### src/rtl/wb_uart_rx_if.sv
// rtl/wb_uart_rx_if.sv - serial-in / byte-out signal bundle for wb_uart_rx; o_break exists only under UART_RX_BREAK_DETECT_EN
interface wb_uart_rx_if;
  logic       i_uart_rx;
  logic       o_wr;
  logic [7:0] o_data;
  logic       o_frame_err;
  logic       o_busy;
`ifdef UART_RX_BREAK_DETECT_EN
  logic       o_break;

  modport master (
    input  i_uart_rx,
    output o_wr, o_data, o_frame_err, o_busy, o_break
  );
  modport slave (
    output i_uart_rx,
    input  o_wr, o_data, o_frame_err, o_busy, o_break
  );
`else
  modport master (
    input  i_uart_rx,
    output o_wr, o_data, o_frame_err, o_busy
  );
  modport slave (
    output i_uart_rx,
    input  o_wr, o_data, o_frame_err, o_busy
  );
`endif
endinterface

### src/rtl/wb_uart_rx.sv
// rtl/wb_uart_rx.sv - 8N1 UART receiver with mid-bit sampling; UART_RX_BREAK_DETECT_EN adds o_break
module wb_uart_rx #(
  parameter logic [23:0] CLOCKS_PER_BAUD = 24'd217
) (
  input logic          i_clk,
  input logic          i_reset,
  wb_uart_rx_if.master rx
);

  localparam logic [23:0] HALF_LOAD = (CLOCKS_PER_BAUD >> 1) - 24'd1;
  localparam logic [23:0] FULL_LOAD = CLOCKS_PER_BAUD - 24'd1;

  typedef enum logic [2:0] {IDLE, START, DATA, STOP, RECOVER} state_t;

  state_t      state, state_next;
  logic [1:0]  sync;
  logic        line;
  logic [23:0] cnt, cnt_next;
  logic [2:0]  bit_idx, bit_next;
  logic [7:0]  shift, shift_next;
  logic [7:0]  data_q, data_next;
  logic        wr_q, wr_next;
  logic        ferr_q, ferr_next;
`ifdef UART_RX_BREAK_DETECT_EN
  logic        brk_q, brk_next;
`endif

  assign line = sync[1];

  always_ff @(posedge i_clk) begin
    if (i_reset) begin
      state   <= IDLE;
      sync    <= 2'b11;
      cnt     <= '0;
      bit_idx <= '0;
      shift   <= '0;
      data_q  <= '0;
      wr_q    <= 1'b0;
      ferr_q  <= 1'b0;
`ifdef UART_RX_BREAK_DETECT_EN
      brk_q   <= 1'b0;
`endif
    end else begin
      state   <= state_next;
      sync    <= {sync[0], rx.i_uart_rx};
      cnt     <= cnt_next;
      bit_idx <= bit_next;
      shift   <= shift_next;
      data_q  <= data_next;
      wr_q    <= wr_next;
      ferr_q  <= ferr_next;
`ifdef UART_RX_BREAK_DETECT_EN
      brk_q   <= brk_next;
`endif
    end
  end

  always_comb begin
    state_next = state;
    cnt_next   = cnt;
    bit_next   = bit_idx;
    shift_next = shift;
    data_next  = data_q;
    wr_next    = 1'b0;
    ferr_next  = 1'b0;
`ifdef UART_RX_BREAK_DETECT_EN
    brk_next   = 1'b0;
`endif
    case (state)
      IDLE: begin
        if (!line) begin
          state_next = START;
          cnt_next   = HALF_LOAD;
        end
      end
      START: begin
        if (cnt == 24'd0) begin
          // A high line at mid-start means a glitch, not a frame
          if (line) begin
            state_next = IDLE;
          end else begin
            state_next = DATA;
            cnt_next   = FULL_LOAD;
            bit_next   = 3'd0;
          end
        end else begin
          cnt_next = cnt - 24'd1;
        end
      end
      DATA: begin
        if (cnt == 24'd0) begin
          shift_next = {line, shift[7:1]};
          cnt_next   = FULL_LOAD;
          bit_next   = bit_idx + 3'd1;
          if (bit_idx == 3'd7) state_next = STOP;
        end else begin
          cnt_next = cnt - 24'd1;
        end
      end
      STOP: begin
        if (cnt == 24'd0) begin
          if (line) begin
            wr_next    = 1'b1;
            data_next  = shift;
            state_next = IDLE;
          end else begin
            ferr_next  = 1'b1;
`ifdef UART_RX_BREAK_DETECT_EN
            brk_next   = (shift == 8'h00);
`endif
            cnt_next   = FULL_LOAD;
            state_next = RECOVER;
          end
        end else begin
          cnt_next = cnt - 24'd1;
        end
      end
      RECOVER: begin
        // Needs a full bit period of continuous high; any low restarts it
        if (!line) begin
          cnt_next = FULL_LOAD;
        end else if (cnt == 24'd0) begin
          state_next = IDLE;
        end else begin
          cnt_next = cnt - 24'd1;
        end
      end
      default: state_next = IDLE;
    endcase
  end

  assign rx.o_wr        = wr_q;
  assign rx.o_data      = data_q;
  assign rx.o_frame_err = ferr_q;
  assign rx.o_busy      = (state != IDLE);
`ifdef UART_RX_BREAK_DETECT_EN
  assign rx.o_break     = brk_q;
`endif

endmodule

### src/flat_wrapper.sv
// flat-port wrapper written by rule: the top's interface ports become plain ports
module wb_uart_rx_flat 
#(
  parameter logic [23:0] CLOCKS_PER_BAUD = 24'd217
)
  (i_clk, i_reset, rx_i_uart_rx, rx_o_wr, rx_o_data, rx_o_frame_err, rx_o_busy);
  wb_uart_rx_if rx_i ();
  input logic i_clk;
  input logic i_reset;
  input wire logic [$bits(rx_i.i_uart_rx)-1:0] rx_i_uart_rx;
  output wire logic [$bits(rx_i.o_wr)-1:0] rx_o_wr;
  output wire logic [$bits(rx_i.o_data)-1:0] rx_o_data;
  output wire logic [$bits(rx_i.o_frame_err)-1:0] rx_o_frame_err;
  output wire logic [$bits(rx_i.o_busy)-1:0] rx_o_busy;
  assign rx_i.i_uart_rx = rx_i_uart_rx;
  assign rx_o_wr = rx_i.o_wr;
  assign rx_o_data = rx_i.o_data;
  assign rx_o_frame_err = rx_i.o_frame_err;
  assign rx_o_busy = rx_i.o_busy;
  wb_uart_rx #(.CLOCKS_PER_BAUD(CLOCKS_PER_BAUD)) u_core (.i_clk(i_clk), .i_reset(i_reset), .rx(rx_i));
endmodule
### config.mk
export PLATFORM = sky130hd
export DESIGN_NAME = wb_uart_rx_flat
export DESIGN_NICKNAME = d
export VERILOG_FILES = /design/src/rtl/wb_uart_rx_if.sv /design/src/rtl/wb_uart_rx.sv /design/src/flat_wrapper.sv
export SDC_FILE = /design/constraint.sdc
export NUM_CORES = 1
export LEC_CHECK = 0
export CELL_PAD_IN_SITES_DETAIL_PLACEMENT = 0
export CELL_PAD_IN_SITES_GLOBAL_PLACEMENT = 1
export CORE_ASPECT_RATIO = 0.7
export CORE_UTILIZATION = 40
export CTS_CLUSTER_DIAMETER = 80
export CTS_CLUSTER_SIZE = 14
export DETAILED_ROUTE_END_ITERATION = 6
export PLACE_DENSITY = 0.76
export SLEW_MARGIN = 10
export SYNTH_ARGS = -nofsm -noshare
export SYNTH_HDL_FRONTEND = slang
export SYNTH_SLANG_ARGS = --single-unit
### constraint.sdc
create_clock -name i_clk -period 2.45 [get_ports i_clk]
set_input_delay 0.49 -clock i_clk [delete_from_list [all_inputs] [get_ports i_clk]]
set_output_delay 0.49 -clock i_clk [all_outputs]
set_load 0.005 [all_outputs]
==> flow_metrics.tcl <==
set metrics [dict create \
    fin_crit_ns 2.39 \
    power_frac_seq_pct 31.6 \
    clk_pin_slew_ns 0.10 \
    finalHoldViolations 0 \
    vias_per_cell 5.64 \
    drv_slew 0 \
    irDropWorstVdd_mv 0.404 \
    cp-end-kind "flop" \
    drt_wl_total_um 5770 \
    antenna_left 0 \
    n_fill_cell 566 \
    power.leakage_nw 1.07 \
    hold_path_class "flop to flop" \
    timing.final.crit_share_pct 97.4 \
    cp_num_buf_inv 0 \
    drtIter0Drc 113 \
    core_um2 5810 \
    synth-async-reset-ratio_pct 0 \
    hp-start "u_core.sync[0]" \
    synth-seq-cells 50 \
    required_ns 2.70 \
    finalSetupViolCount 0 \
    drt-pass1-iter-count 4 \
    synth_warnings 0 \
    clock_path_buffers 2 \
    synth_top_area_share_pct 40.8 \
    critPathLaunch "u_core.cnt[10]" \
    switching_share_pct 40.1 \
    avgSynthCellArea_um2 8.57 \
    synth.yosys.seq_area_share_pct 40.8 \
    root_buffer "clkbuf_8" \
    crit_path_top_delay_cell "or4_1" \
    maxCapViolCount 0 \
    cpPeakStageDelay_ns 0.60 \
    cts_made_buffers 5 \
    insertion_delay_ns 0.31 \
    antenna_found_initial 0 \
    wl_per_cell_um 14.8 \
    cts_tree "built" \
    die_h_um 67.5 \
    multi_input_area_um2 1350 \
    fmax_mhz 419 \
    cellPowerDensity_nw_per_um2 1060 \
    htree_levels 2 \
    cp-start-kind "flop" \
    worst_pin_slew_ns 0.508 \
    route.detailed.drc 0 \
    relSlewSlack_pct 65.8 \
    grt_max_degree 34 \
    grt_pass1_vias 1971 \
    worstPathArrival_ns 2.63 \
    cts_sinks 50 \
    synth-main-ff-cell "dfxtp_1" \
    crit_path_cell_trace "or4_1 > or3_4 > or3_1 > or4_1 > a21oi_1" \
    initial_utilization_pct 42.2 \
    die-area_um2 6450 \
    cpMostUsedCell "or4_1" \
    insertedDiodeCount 0 \
    grt_pass1_wl_um 9750 \
    io_pins 14 \
    synth_area_um2 2450 \
    rsz0062_at_grt "false" \
    hpwl_um 4060 \
    path_max_fanout 6 \
    vias 2201 \
    pwr-share-clk_pct 19.1 \
    status "complete, no violations" \
    clock_skew_ns 0.0106 \
    path_delay_family "simple AND/OR/NAND/NOR gates" \
    globalRouteOverflowTotal 0 \
    grt_use_total_pct 19.6 \
    seq_area_um2 1000 \
    routabilityCongestion 0.795 \
    reg2reg_from "u_core.cnt[10]" \
    combPwrFrac_pct 49.3 \
    total_power_mw 3.12 \
    netlist_top_cells_area "dfxtp_1, mux2i_1, a21oi_1" \
    nets 321 \
    ctsHoldBuffers 0 \
    synth.net_count 293 \
    io_buffers 13 \
    synth_top_area_cell "dfxtp_1" \
    synth_cells 286 \
    area_delta_synth_final_pct 19.8 \
    power.internal_mw 1.87 \
    layout-drive-gt1-share_pct 14.6 \
    synth.distinct_cells 49 \
    synth-edff-count 0 \
    critPathKind "flop to flop" \
    power_switching_mw 1.25 \
    tns_ns 0 \
    rows 23 \
    die_x_um 95.6 \
]
## path summary, 6_finish.rpt
| check | endpoint | slack, ns | cells past startpoint |
|---|---|---|---|
| worst max-delay path | u_core.cnt[23] | 0.06 | 5 |
| worst max register to register | u_core.cnt[23] | 0.06 | 5 |
| worst min-delay path | u_core.sync[1] | 0.43 | 1 |
| worst min register to register | u_core.sync[1] | 0.43 | 1 |
## stage by stage
stage	hold WS, ns	instance area, um^2	instances	utilization [%]	worst slack, ns
2_1_floorplan	0.389	2450	286	-	0.148
3_3_place_gp	0.398	2810	380	48.3	0.152
3_5_place_dp	0.400	2810	380	48.3	0.0923
4_1_cts	0.433	2920	388	50.2	0.0711
5_1_grt	0.451	2940	390	50.5	0.0000271
6_report	0.429	2940	390	50.5	0.0629
## layer usage
metal	wire (um)	vias up	part of all wire, %	track usage (%)
li1	-	1118	-	-
met1	3290	1042	57	30.3
met2	2230	33	39	27.4
met3	206	8	3.6	3.72
met4	53	0	0.92	5.04
met5	0	-	0	0
## cells by family (layout without fill, tap and decap cells)
family,Yosys count,count (layout),share of synthesized area [%]
simple gates,117,117,27.0
buf+inv,27,56,4.39
xor+xnor,2,2,0.715
flops,50,50,40.8
fa+ha+maj,4,4,2.04
mux,17,17,6.94
compound gates,69,69,18.1
## power groups by stage
stage / registers, mW / clock network, mW / logic, mW
final: 0.987 / 0.595 / 1.54
after global routing: 1.00 / 0.651 / 1.69
after CTS: 0.983 / 0.605 / 1.48
after detailed placement: 1.00 / 0 / 1.47
after global placement: 1.00 / 0 / 1.46
after floorplan: 0.979 / 0 / 0.962
## cell usage in the layout, fill, tap and decap left out, drive strengths merged, types with 2 or more instances in the layout
master and n:
nand3 5, buf 29, nand2 9, nand4 9
a21oi 27, a31oi 2, clkbuf 6, o41ai 3
clkdlybuf4s50 13, or2 6, and3 3, ha 4
nor2 28, nor3 13, and2 2, nor4 7
dfxtp 50, nand2b 3, mux2i 17, o21ai 10
nor2b 2, or3 15, o31ai 13, inv 6
or4 9
## final cells by class
type                    count  area share (%)
clock buffers               6            2.47
clock inverters             2            1.28
inverters                   6           0.767
multi-input cells         209            45.9
flip-flops and latches     50            34.1
well taps                  75            3.20
repair buffers             42            12.3
## state kept, by name, indices dropped and copies added (netlist names)
name	cells
u_core.bit_idx	3
u_core.cnt	24
u_core.rx.o_data	8
u_core.rx.o_frame_err	1
u_core.rx.o_wr	1
u_core.shift	8
u_core.state	3
u_core.sync	2
## Yosys cell counts, types with 5 or more instances
cell type  instances
a21oi_1           27
buf_2              5
inv_1              6
o31ai_1           13
clkbuf_1          16
or2_2              5
nand3_1            5
o21ai_0           10
or3_1             14
nand2_1            9
nor2_1            28
mux2i_1           17
or4_1              9
nand4_1            9
nor3_1            12
dfxtp_1           50
nor4_1             7
## worst register-to-register path: cells and delay by family (launching register included)
family	cells	cell delay (ns)
simple gates	4	1.80
flops	1	0.36
compound gates	1	0.16
## repair_timing
action,4_1_cts,5_1_grt
setup buffers,0,2
endpoints found under the hold margin,0,0
setup endpoints to repair,0,32
resized for setup,0,1
Note: power is estimated with default switching activity, not from simulation.
